File: src/rtl/riscv_mem_arbiter.sv
// rtl/riscv_mem_arbiter.sv - single-port data memory arbiter between fetch (I) and load/store (D)
//
// Purpose: grants the shared memory port to one requester at a time and runs one
// transaction through IDLE -> ACCESS -> WAIT (MEM_LATENCY cycles) -> RESP.
// D is preferred, but after STARVE_LIMIT back-to-back D grants with I waiting, I is forced.
//
// Ports:
//   clk, rst_b                 clock, synchronous active-low reset
//   halted                     blocks new grants (an in-flight transaction still completes)
//   i_req_*/i_resp_*           fetch request (valid/ready/addr) and response pulse/data
//   d_req_*/d_resp_*           load/store request (valid/ready/addr/we/wdata/be) and response
//   mem_*                      memory strobe, write strobe, word address, byte enables, data
//   busy                       high whenever a transaction is in flight
module riscv_mem_arbiter #(
  parameter int MEM_LATENCY  = 1,
  parameter int STARVE_LIMIT = 4
) (
  input  logic        clk,
  input  logic        rst_b,
  input  logic        halted,
  input  logic        i_req_valid,
  output logic        i_req_ready,
  input  logic [31:0] i_req_addr,
  output logic        i_resp_valid,
  output logic [31:0] i_resp_data,
  input  logic        d_req_valid,
  output logic        d_req_ready,
  input  logic [31:0] d_req_addr,
  input  logic        d_req_we,
  input  logic [31:0] d_req_wdata,
  input  logic [3:0]  d_req_be,
  output logic        d_resp_valid,
  output logic [31:0] d_resp_data,
  output logic        mem_en,
  output logic        mem_write_en,
  output logic [31:0] mem_addr,
  output logic [3:0]  mem_be,
  output logic [31:0] mem_wdata,
  input  logic [31:0] mem_rdata,
  output logic        busy
);

  localparam logic [1:0] ST_IDLE   = 2'd0;
  localparam logic [1:0] ST_ACCESS = 2'd1;
  localparam logic [1:0] ST_WAIT   = 2'd2;
  localparam logic [1:0] ST_RESP   = 2'd3;

  localparam int CNT_W  = $clog2(MEM_LATENCY + 1);
  localparam int STRK_W = $clog2(STARVE_LIMIT + 1);

  logic [1:0]        state_q,  state_d;
  logic [CNT_W-1:0]  cnt_q,    cnt_d;
  logic [STRK_W-1:0] streak_q, streak_d;
  logic              own_d_q,  own_d_d;   // 1 = D owns the current transaction
  logic [29:0]       addr_q,   addr_d;
  logic              we_q,     we_d;
  logic [3:0]        be_q,     be_d;
  logic [31:0]       wdata_q,  wdata_d;
  logic [31:0]       i_data_q, i_data_d;
  logic [31:0]       d_data_q, d_data_d;

  logic can_grant;
  logic grant_i;
  logic grant_d;
  logic hold;

  // Byte offset bits are dropped; memory is word addressed.
  logic unused_addr_bits;
  assign unused_addr_bits = ^{i_req_addr[1:0], d_req_addr[1:0]};

  assign can_grant = (state_q == ST_IDLE) && !halted && rst_b;
  assign grant_i   = can_grant && i_req_valid &&
                     (!d_req_valid || (streak_q == STRK_W'(STARVE_LIMIT)));
  assign grant_d   = can_grant && d_req_valid && !grant_i;

  assign i_req_ready = grant_i;
  assign d_req_ready = grant_d;

  always_comb begin
    state_d  = state_q;
    cnt_d    = cnt_q;
    streak_d = streak_q;
    own_d_d  = own_d_q;
    addr_d   = addr_q;
    we_d     = we_q;
    be_d     = be_q;
    wdata_d  = wdata_q;
    i_data_d = i_data_q;
    d_data_d = d_data_q;
    case (state_q)
      ST_IDLE: begin
        if (grant_i) begin
          own_d_d  = 1'b0;
          addr_d   = i_req_addr[31:2];
          we_d     = 1'b0;
          be_d     = 4'hF;
          wdata_d  = 32'h0;
          streak_d = '0;
          state_d  = ST_ACCESS;
        end else if (grant_d) begin
          own_d_d  = 1'b1;
          addr_d   = d_req_addr[31:2];
          we_d     = d_req_we;
          be_d     = d_req_be;
          wdata_d  = d_req_wdata;
          // Only count D wins that actually made I wait.
          streak_d = i_req_valid ? streak_q + 1'b1 : '0;
          state_d  = ST_ACCESS;
        end
      end
      ST_ACCESS: begin
        cnt_d   = CNT_W'(MEM_LATENCY);
        state_d = ST_WAIT;
      end
      ST_WAIT: begin
        if (cnt_q == CNT_W'(1)) begin
          // Read data is valid in this last WAIT cycle; land it straight in the owner's register.
          if (own_d_q) d_data_d = we_q ? 32'h0 : mem_rdata;
          else         i_data_d = mem_rdata;
          state_d = ST_RESP;
        end else begin
          cnt_d = cnt_q - 1'b1;
        end
      end
      default: state_d = ST_IDLE;
    endcase
  end

  always_ff @(posedge clk) begin
    if (!rst_b) begin
      state_q  <= ST_IDLE;
      cnt_q    <= '0;
      streak_q <= '0;
      own_d_q  <= 1'b0;
      addr_q   <= '0;
      we_q     <= 1'b0;
      be_q     <= '0;
      wdata_q  <= '0;
      i_data_q <= '0;
      d_data_q <= '0;
    end else begin
      state_q  <= state_d;
      cnt_q    <= cnt_d;
      streak_q <= streak_d;
      own_d_q  <= own_d_d;
      addr_q   <= addr_d;
      we_q     <= we_d;
      be_q     <= be_d;
      wdata_q  <= wdata_d;
      i_data_q <= i_data_d;
      d_data_q <= d_data_d;
    end
  end

  // Address/be/data are presented in ACCESS and held through WAIT, zero otherwise.
  assign hold         = (state_q == ST_ACCESS) || (state_q == ST_WAIT);
  assign busy         = (state_q != ST_IDLE);
  assign mem_en       = (state_q == ST_ACCESS);
  assign mem_write_en = (state_q == ST_ACCESS) && we_q && (be_q != 4'h0);
  assign mem_addr     = hold ? {addr_q, 2'b00} : 32'h0;
  assign mem_be       = hold ? be_q : 4'h0;
  assign mem_wdata    = hold ? wdata_q : 32'h0;
  assign i_resp_valid = (state_q == ST_RESP) && !own_d_q;
  assign d_resp_valid = (state_q == ST_RESP) && own_d_q;
  assign i_resp_data  = i_data_q;
  assign d_resp_data  = d_data_q;

endmodule
File: config.mk
export PLATFORM = sky130hd
export DESIGN_NAME = riscv_mem_arbiter
export DESIGN_NICKNAME = d
export VERILOG_FILES = /design/src/rtl/riscv_mem_arbiter.sv
export SDC_FILE = /design/constraint.sdc
export NUM_CORES = 1
export LEC_CHECK = 0
export ABC_AREA = 1
export BUFFER_PORTS_ARGS = -buffer_cell sky130_fd_sc_hd__buf_2
export CAP_MARGIN = 0
export CORE_MARGIN = 4
export CORE_UTILIZATION = 40
export CTS_CLUSTER_DIAMETER = 100
export DETAILED_ROUTE_END_ITERATION = 10
export GPL_TIMING_DRIVEN = 0
export PLACE_DENSITY = 0.77
export SETUP_SLACK_MARGIN = 0.4
export SLEW_MARGIN = 40
export SYNTH_ARGS = -nofsm -noshare
export SYNTH_HDL_FRONTEND = slang
export SYNTH_SLANG_ARGS = --single-unit
File: constraint.sdc
create_clock -name clk -period 2.2 [get_ports clk]
set_clock_uncertainty 0.2 [all_clocks]
set_input_delay 0.11 -clock clk [delete_from_list [all_inputs] [get_ports clk]]
set_output_delay 0.11 -clock clk [all_outputs]
set_load 0.01 [all_outputs]
==> results of run 1 <==
-- metrics by stage --
step	TNS (ns)	instances	setup slack (ns)
after detailed placement	-5.12	1370	-0.241
after CTS	0	1550	0.228
final	0	1556	0.166
after global routing	0	1556	0.127
after global placement	-3.42	1370	-0.199
after floorplan	0	912	0.454
-- layer usage --
layer  vias up  routed length, um  track usage (%)
met5         -                 11                0
met3       141               2850             8.09
met2       565              14000             46.0
met1      3803              10200             30.2
li1       3705                  -                -
met4         2               1520             10.4
-- cell families after synthesis --
logic type	after synthesis	share of synthesized area, %
simple gates	423	29.3
buf+inv	203	13.2
compound gates	140	11.4
other cells	1	0.0608
fa+ha+maj	6	1.22
flops	138	44.8
-- worst reg2reg max path, stage by stage, from the launching register on --
cell and delay, ns:
dfxtp_2 0.32, inv_2 0.09, ha_4 0.16, nand3b_1 0.14, buf_4 0.18, nor2_4 0.10
buf_6 0.13, buf_6 0.14, nand2_1 0.08, nand3_1 0.13, nand2_1 0.07, inv_1 0.08
-- how the worst max path moves through the flow --
stage               depth (start not counted)            end
finish                                      7   mem_addr[27]
floorplan                                   6  mem_wdata[24]
CTS                                         7   mem_addr[13]
global placement                            7    mem_addr[3]
global route                                7   mem_addr[27]
detailed placement                          7  mem_wdata[30]
-- power by group --
part / switching, W / internal (W)
sequential: 0.000183 / 0.00274
combinational: 0.00199 / 0.00178
clock: 0.00111 / 0.00173
-- registers in the layout, summed over array words and instances, names as in the netlist --
register / count
addr_q: 30
be_q: 4
cnt_q: 1
d_resp_data: 32
i_resp_data: 32
own_d_q: 1
state_q: 2
streak_q: 3
wdata_q: 32
we_q: 1
-- timing repair --
item / in CTS / in global routing
hold buffers: 131 / 0
gates cloned: 3 / 4
pin swaps: 16 / 18
resized for setup: 91 / 253
endpoints found under the hold margin: 134 / 0
setup endpoints to repair: 195 / 184
buffers inserted: 14 / 1
-- cell type report --
type                            instances  area share [%]
Clock inverter                         11            1.10
Multi-Input combinational cell        571            27.4
Sequential cell                       138            25.4
Clock buffer                           21            4.22
Buffer                                 62            4.67
Antenna cell                            1          0.0229
Timing Repair Buffer                  423            30.3
Tap cell                              188            2.16
Inverter                              141            4.85
-- cell usage after synthesis, drive strengths merged --
cell      n
dfxtp   138
ha        6
o21ai    39
conb      1
nor4      1
nand4     2
clkbuf   29
a21oi   101
buf      33
nand3    67
inv     141
nand3b   33
nand2   238
nor2     82
==> impl_metrics.env, run 1 <==
export IMPL_drtAntennaViolNets=0
export IMPL_io_buffers=270
export IMPL_synth_area_per_cell_um2=6.77
export IMPL_yosysSeqAreaShare_pct=44.8
export IMPL_cpMostUsedCell="clkbuf_16"
export IMPL_drc=0
export IMPL_yosysTopAreaCell="dfxtp_1"
export IMPL_layout_nets=1498
export IMPL_crit_start="state_q[0]"
export IMPL_timing_rr_start="state_q[0]"
export IMPL_cp_cell_sequence="inv_2, ha_4, clkbuf_16, clkbuf_16, nand2_1, inv_1, buf_2"
export IMPL_r2r_worst_path_cells=11
export IMPL_crit_type="flip-flop to primary output"
export IMPL_cp_data_required_time_ns=1.89
export IMPL_die_w_um=132
export IMPL_whs_path_depth=4
export IMPL_worstHoldStart="rst_b"
export IMPL_maxSlewHeadroom_pct=59.3
export IMPL_antenna_found_initial=2
export IMPL_period_share_pct=92.5
export IMPL_synthTopCellsByArea="dfxtp_1 (45%), nand2_1 (14%), inv_1 (8.5%)"
export IMPL_wl_um=28600
export IMPL_holdPathEnd="state_q[1]"
export IMPL_syn_to_final_growth_pct=77.1
export IMPL_critPathArrivalTime_ns=1.72
export IMPL_fmax_ghz=0.492
export IMPL_grt_start_max_net_pins=17
export IMPL_hpwl_um=14800
export IMPL_via_count=8216
export IMPL_clk_pin_slew_worst_paths_ns=0.06
export IMPL_final_common_cell="buf_2"
export IMPL_hold_viol_final=0
export IMPL_grt_ovfl_total=0
export IMPL_clk_latency_ns=0.41
export IMPL_p_leak_nw=5.74
export IMPL_path_max_fanout=7
export IMPL_netlist_instances=911
export IMPL_cts_tree="yes"
export IMPL_grt_pass1_vias=7464
export IMPL_drt_wirelength_per_cell_um=18.4
export IMPL_run_status="finished clean"
export IMPL_total_power_w=0.00952
export IMPL_vias_per_cell=5.28
export IMPL_cts_sinks=138
export IMPL_final_core_util_pct=72.1
export IMPL_maxCapViolCount=0
export IMPL_ys_ff_latch=138
export IMPL_critPathTopFamily="buffers and inverters"
export IMPL_period_needed_ns=2.03
export IMPL_synthDistinctLibCells=19
export IMPL_worst_pin_slew_ns=0.611
export IMPL_max_stage_delay_ns=0.33
export IMPL_regArea_mm2=0.00277
export IMPL_die_h_um=132
export IMPL_drive_gt1_share_pct=37.5
export IMPL_hold_path_class="primary input to flip-flop"
export IMPL_p_per_area_mw_per_mm2=873
export IMPL_start_util_pct=40.7
export IMPL_placementRows=45
export IMPL_cts_made_buffers=17
export IMPL_cts_root_buffer="clkbuf_16"
export IMPL_ir_drop_uv=498
export IMPL_slew_violations=0
export IMPL_firstDrtPassIters=5
export IMPL_core_mm2=0.0151
export IMPL_dr_first_iter_drc_count=576
export IMPL_synth_warnings=0
export IMPL_setup_viol=0
export IMPL_worst_r2r_setup_slack_ns=0.32
export IMPL_dieArea_mm2=0.0175
export IMPL_grt_usage_pct=26.4
export IMPL_netlist_area_leader_share_pct=44.8
export IMPL_final_cell_mix="buf_2 (219), nand2_1 (171), dfxtp_1 (134)"
export IMPL_io_pins=277
export IMPL_crit_path_start_kind="flip-flop"
export IMPL_placed_cell_area_mm2=0.00775
export IMPL_rsz0062_at_grt="yes"
export IMPL_multiInputGateArea_mm2=0.00299
export IMPL_holdWs_ns=0.106
export IMPL_r2r_end="addr_q[26]"
export IMPL_clockBufferDepth=2
export IMPL_cts_max_level=4
export IMPL_routabilityCongestion=0.833
export IMPL_cp_buffers_inverters=5
export IMPL_stdcell_area_mm2=0.0109
export IMPL_syn_area_mm2=0.00616
export IMPL_grt_pass1_wl_um=37700
export IMPL_critical_path_slowest_cell="dfxtp_2"
export IMPL_num_fill_cells=1001
export IMPL_worstSetupEndpointType="primary output"
(Power assumes the default switching activity.)
==> run 2, diff against run 1 <==
--- a/config.mk
+++ b/config.mk
@@ -8,12 +8,14 @@
 export ABC_AREA = 1
 export BUFFER_PORTS_ARGS = -buffer_cell sky130_fd_sc_hd__buf_2
 export CAP_MARGIN = 0
+export CELL_PAD_IN_SITES_DETAIL_PLACEMENT = 0
+export CELL_PAD_IN_SITES_GLOBAL_PLACEMENT = 1
 export CORE_MARGIN = 4
-export CORE_UTILIZATION = 40
+export CORE_UTILIZATION = 32
 export CTS_CLUSTER_DIAMETER = 100
 export DETAILED_ROUTE_END_ITERATION = 10
 export GPL_TIMING_DRIVEN = 0
-export PLACE_DENSITY = 0.77
+export PLACE_DENSITY = 0.87
 export SETUP_SLACK_MARGIN = 0.4
 export SLEW_MARGIN = 40
 export SYNTH_ARGS = -nofsm -noshare
==> run 2 against run 1 <==
  * Utilization is 8.7 points lower
  * Sequential power barely moved
  * Clock power is 14% higher
  * Hold slack lost 0.017 ns
  * Via count down 6.7%
  * Cell count up 6.0%
  * Combinational power rose by 12%
  * Power rose by 8.9%
  * Count of clock-buffer cells in the layout shrank 1
  * Highest routed layer is now met4
==> impl_metrics.env, run 2 (synthesized netlist as in run 1, its figures left out) <==
export IMPL_regArea_mm2=0.00277
export IMPL_holdWs_ns=0.0884
export IMPL_r2r_worst_path_cells=11
export IMPL_dieArea_mm2=0.0215
export IMPL_via_count=7662
export IMPL_placementRows=50
export IMPL_grt_start_max_net_pins=17
export IMPL_cts_root_buffer="clkbuf_16"
export IMPL_worstHoldStart="halted"
export IMPL_critPathTopFamily="buffers and inverters"
export IMPL_met1Wirelength_um=10400
export IMPL_vias_per_cell=4.64
export IMPL_period_share_pct=90.9
export IMPL_cp_cell_sequence="inv_2, ha_4, clkbuf_16, clkbuf_16, nand2_2, inv_2, buf_6"
export IMPL_io_buffers=270
export IMPL_crit_path_start_kind="flip-flop"
export IMPL_antenna_found_initial=1
export IMPL_drt_wirelength_per_cell_um=15.8
export IMPL_clockBufferDepth=2
export IMPL_timing_rr_start="state_q[1]"
export IMPL_ir_drop_uv=509
export IMPL_highest_layer="met4"
export IMPL_drtAntennaViolNets=0
export IMPL_cp_data_required_time_ns=1.89
export IMPL_wl_met3_um=1880
export IMPL_core_mm2=0.0188
export IMPL_p_per_area_mw_per_mm2=870
export IMPL_crit_type="flip-flop to primary output"
export IMPL_holdPathEnd="addr_q[29]"
export IMPL_io_pins=277
export IMPL_final_cell_mix="buf_2 (216), dfxtp_1 (134), nand2_1 (133)"
export IMPL_grt_pass1_wl_um=36600
export IMPL_drive_gt1_share_pct=44.9
export IMPL_critPathArrivalTime_ns=1.69
export IMPL_maxSlewHeadroom_pct=53.2
export IMPL_drc=0
export IMPL_cts_sinks=138
export IMPL_start_util_pct=32.7
export IMPL_hpwl_um=15500
export IMPL_placed_cells=1442
export IMPL_critical_path_slowest_cell="dfxtp_2"
export IMPL_num_fill_cells=1482
export IMPL_rsz0062_at_grt="yes"
export IMPL_cts_max_level=4
export IMPL_hold_path_class="primary input to flip-flop"
export IMPL_r2r_end="addr_q[11]"
export IMPL_slew_violations=0
export IMPL_period_needed_ns=2.00
export IMPL_cts_made_buffers=17
export IMPL_p_leak_nw=6.03
export IMPL_syn_to_final_growth_pct=93.5
export IMPL_max_stage_delay_ns=0.34
export IMPL_clk_latency_ns=0.41
export IMPL_cts_tree="yes"
export IMPL_grt_usage_pct=20.8
export IMPL_whs_path_depth=7
export IMPL_grt_ovfl_total=0
export IMPL_worst_pin_slew_ns=0.703
export IMPL_final_common_cell="buf_2"
export IMPL_worstSetupEndpointType="primary output"
export IMPL_grt_pass1_vias=7433
export IMPL_final_cells=1650
export IMPL_setup_viol=0
export IMPL_dr_first_iter_drc_count=319
export IMPL_cp_buffers_inverters=5
export IMPL_maxCapViolCount=0
export IMPL_hold_viol_final=0
export IMPL_multiInputGateArea_mm2=0.00345
export IMPL_layout_nets=1520
export IMPL_wl_um=26100
export IMPL_path_max_fanout=8
export IMPL_fmax_ghz=0.500
export IMPL_worst_r2r_setup_slack_ns=0.31
export IMPL_setup_tns_ns=0
export IMPL_die_w_um=147
export IMPL_clk_pin_slew_worst_paths_ns=0.06
export IMPL_routabilityCongestion=0.789
export IMPL_firstDrtPassIters=4
export IMPL_route_met2_wl_um=13100
export IMPL_die_h_um=147
export IMPL_run_status="finished clean"
run 2: how the worst max path moves through the flow:
| stage | cells after the start | from | slack, ns | end |
|---|---|---|---|---|
| after global routing | 7 | state_q[1] | 0.16 | mem_wdata[29] |
| final | 7 | state_q[1] | 0.20 | mem_addr[3] |
| after floorplan | 6 | state_q[1] | 0.45 | mem_wdata[24] |
| after CTS | 7 | state_q[0] | 0.21 | mem_addr[2] |
| after detailed placement | 7 | state_q[1] | -0.23 | mem_addr[4] |
| after global placement | 7 | state_q[1] | -0.25 | mem_addr[4] |
run 2: cell type report:
cell class,count,share of cell area [%]
inverters,141,4.54
repair buffers,445,30.2
diodes,1,0.0210
clock inverters,12,1.76
flip-flops and latches,138,23.2
multi-input cells,571,28.9
clock buffers,20,3.83
well taps,260,2.73
plain buffers,62,4.73
run 2: what timing repair did:
action                                 CTS  global route
buffers inserted                        23             7
endpoints found under the hold margin  134             0
pin swaps                               13            68
hold buffers                           130             0
gates cloned                             7             8
gates resized for setup                190           314
setup endpoints to repair              197           203
run 2: metrics by stage:
stage          total power, W  utilization (%)  area (um2)  setup WS, ns
2_1_floorplan         0.00396                -        6170         0.454
3_3_place_gp          0.00468             41.7        7840        -0.252
3_5_place_dp          0.00470             41.7        7840        -0.233
4_1_cts               0.00951             56.8       10700         0.215
5_1_grt                0.0108             63.3       11900         0.160
6_report               0.0104             63.3       11900         0.200
run 2: per-layer routing:
layer  track usage [%]  vias up
met5                 0        -
met1              24.3     3555
met3              6.42       58
met2              36.8      294
met4              5.74        0
li1                  -     3755
run 2: report_power, final:
group	switching [W]	leakage [nW]	total [W]	internal [W]
clock	0.00115	0.322	0.00324	0.00209
sequential	0.000177	1.12	0.00291	0.00274
combinational	0.00208	4.59	0.00422	0.00214
run 2: worst reg2reg max path, delay by kind of cell, from the launching register on:
| kind | cells | cell delay [ns] |
|---|---|---|
| fa+ha+maj | 1 | 0.15 |
| buf+inv | 4 | 0.48 |
| simple gates | 6 | 0.64 |
| flops | 1 | 0.33 |
==> run 3, diff against run 2 <==
--- a/config.mk
+++ b/config.mk
@@ -11,13 +11,15 @@
 export CELL_PAD_IN_SITES_DETAIL_PLACEMENT = 0
 export CELL_PAD_IN_SITES_GLOBAL_PLACEMENT = 1
 export CORE_MARGIN = 4
-export CORE_UTILIZATION = 32
+export CORE_UTILIZATION = 33
+export CTS_BUF_LIST = sky130_fd_sc_hd__clkbuf_8
 export CTS_CLUSTER_DIAMETER = 100
 export DETAILED_ROUTE_END_ITERATION = 10
 export GPL_TIMING_DRIVEN = 0
-export PLACE_DENSITY = 0.87
+export PLACE_DENSITY = 0.9
 export SETUP_SLACK_MARGIN = 0.4
 export SLEW_MARGIN = 40
 export SYNTH_ARGS = -nofsm -noshare
 export SYNTH_HDL_FRONTEND = slang
 export SYNTH_SLANG_ARGS = --single-unit
+export TNS_END_PERCENT = 5
==> run 3 against run 2 <==
  * Power is 25% lower
  * Die area is 2.9% lower
  * Sequential power shrank 1%
  * Sequential cell count unchanged
  * Clock power is 35% lower
  * Critical endpoint is now mem_addr[29]
  * Largest power group is now registers
==> impl_metrics.env, run 3 (synthesized netlist as in run 1, its figures left out) <==
export IMPL_critPathArrivalTime_ns=1.71
export IMPL_placed_cells=1411
export IMPL_pwr_share_clk_pct=26.8
export IMPL_max_stage_delay_ns=0.35
export IMPL_final_common_cell="buf_2"
export IMPL_grt_pass1_vias=7061
export IMPL_run_status="finished clean"
export IMPL_cts_root_buffer="clkbuf_8"
export IMPL_critical_path_slowest_cell="dfxtp_2"
export IMPL_power_frac_comb_pct=36.4
export IMPL_placementRows=49
export IMPL_total_power_w=0.00780
export IMPL_p_leak_nw=5.34
export IMPL_intPower_w=0.00523
export IMPL_clk_pin_slew_worst_paths_ns=0.07
export IMPL_cp_cell_sequence="inv_2, ha_4, clkbuf_16, clkbuf_16, nand2_2, inv_1, buf_2"
export IMPL_drtAntennaViolNets=0
export IMPL_maxCapViolCount=0
export IMPL_wl_um=22800
export IMPL_cts_tree="yes"
export IMPL_hold_path_class="primary input to flip-flop"
export IMPL_period_needed_ns=2.02
export IMPL_slew_violations=0
export IMPL_rsz0062_at_grt="yes"
export IMPL_switching_share_pct=32.9
export IMPL_crit_type="flip-flop to primary output"
export IMPL_drc=0
export IMPL_clk_latency_ns=0.43
export IMPL_firstDrtPassIters=5
export IMPL_worst_pin_slew_ns=0.616
export IMPL_maxSlewHeadroom_pct=58.9
export IMPL_start_util_pct=34.0
export IMPL_grt_start_max_net_pins=17
export IMPL_worstSetupEndpointType="primary output"
export IMPL_io_pins=277
export IMPL_cts_made_buffers=17
export IMPL_syn_to_final_growth_pct=62.8
export IMPL_p_per_area_mw_per_mm2=777
export IMPL_antenna_found_initial=0
export IMPL_vias_per_cell=4.52
export IMPL_regArea_mm2=0.00277
export IMPL_setup_viol=0
export IMPL_cts_sinks=138
export IMPL_cts_max_level=4
export IMPL_setup_tns_ns=0
export IMPL_fmax_ghz=0.494
export IMPL_period_share_pct=92.0
export IMPL_drive_gt1_share_pct=29.5
export IMPL_via_count=7181
export IMPL_num_fill_cells=1704
export IMPL_routabilityCongestion=0.811
export IMPL_clockBufferDepth=2
export IMPL_p_sw_w=0.00257
export IMPL_final_cell_mix="buf_2 (270), nand2_1 (217), dfxtp_1 (134)"
export IMPL_p_seq_share_pct=36.8
export IMPL_layout_setup_ws_ns=0.176
export IMPL_drt_wirelength_per_cell_um=14.4
export IMPL_core_mm2=0.0181
export IMPL_grt_ovfl_total=0
export IMPL_die_w_um=145
export IMPL_crit_path_start_kind="flip-flop"
export IMPL_layout_nets=1491
export IMPL_grt_usage_pct=20.8
export IMPL_die_h_um=145
export IMPL_hpwl_um=15500
export IMPL_cpMostUsedCell="clkbuf_16"
export IMPL_final_cells=1587
export IMPL_place_ws_ns=-0.241
export IMPL_grt_pass1_wl_um=34700
export IMPL_dieArea_mm2=0.0209
export IMPL_dr_first_iter_drc_count=289
export IMPL_cp_data_required_time_ns=1.89
export IMPL_io_buffers=270
export IMPL_path_max_fanout=8
export IMPL_multiInputGateArea_mm2=0.00273
export IMPL_ir_drop_uv=345
export IMPL_holdWs_ns=0.0322
export IMPL_hold_viol_final=0
run 3: cell types whose count changed in the layout (fill, tap and decap cells not counted), moves of 16 or more:
cell and delta:
nand2_1 +84, buf_6 -64, buf_2 +54, inv_1 +51, nand2_4 -49, inv_2 -45
nand2_2 -35, nand3_1 +29, nand3_2 -28, clkbuf_16 -22, a21oi_1 +16, a21oi_2 -16
clkbuf_8 +16
run 3: worst max-delay path, delay by kind of cell, from the launching register on:
kind	cells	cell delay (ns)
DFF	1	0.35
buffers and inverters	5	0.59
and+or+nand+nor	1	0.04
adders and majority gates	1	0.31
run 3: power groups by stage:
stage / combinational (W) / sequential, W / clock, W
finish: 0.00284 / 0.00287 / 0.00209
floorplan: 0.00104 / 0.00292 / 0
detailed placement: 0.00179 / 0.00290 / 0
CTS: 0.00240 / 0.00285 / 0.00216
global route: 0.00310 / 0.00290 / 0.00226
global placement: 0.00179 / 0.00290 / 0
run 3: layer usage:
layer  GRT usage [%]  share of wire [%]
met1            24.0                 41
met2            37.4                 50
met3            5.82                7.9
met4            6.28                1.7
met5               0                  0
run 3: path summary, 6_finish.rpt:
check	startpoint	to	slack (ns)	cells after the start
worst max-delay path	state_q[1]	mem_addr[29]	0.18	7
worst min-delay path	halted	addr_q[29]	0.03	7
worst max register to register	state_q[0]	addr_q[18]	0.27	11
worst min register to register	d_resp_data[17]	d_resp_data[17]	0.26	2
run 3: final cells by class:
type / count / area share (%)
diodes: 1 / 0.0249
plain buffers: 62 / 4.03
clock buffers: 19 / 2.61
clock inverters: 10 / 1.28
inverters: 141 / 5.27
multi-input cells: 571 / 27.2
flip-flops and latches: 138 / 27.6
well taps: 229 / 2.86
repair buffers: 416 / 29.1
run 3: stage by stage:
| stage | utilization (%) | area (um2) |
|---|---|---|
| finish | 55.3 | 10000 |
| global route | 55.3 | 10000 |
| CTS | 53.4 | 9680 |
| detailed placement | 43.0 | 7800 |
| global placement | 43.0 | 7800 |
| floorplan | - | 6170 |
run 3: repair_timing:
item,in CTS,in global routing
resized for setup,35,81
setup buffers,6,5
hold endpoints to repair,134,0
gates cloned,1,4
hold buffers,130,0
pin swaps,2,6
setup endpoints to repair,199,198
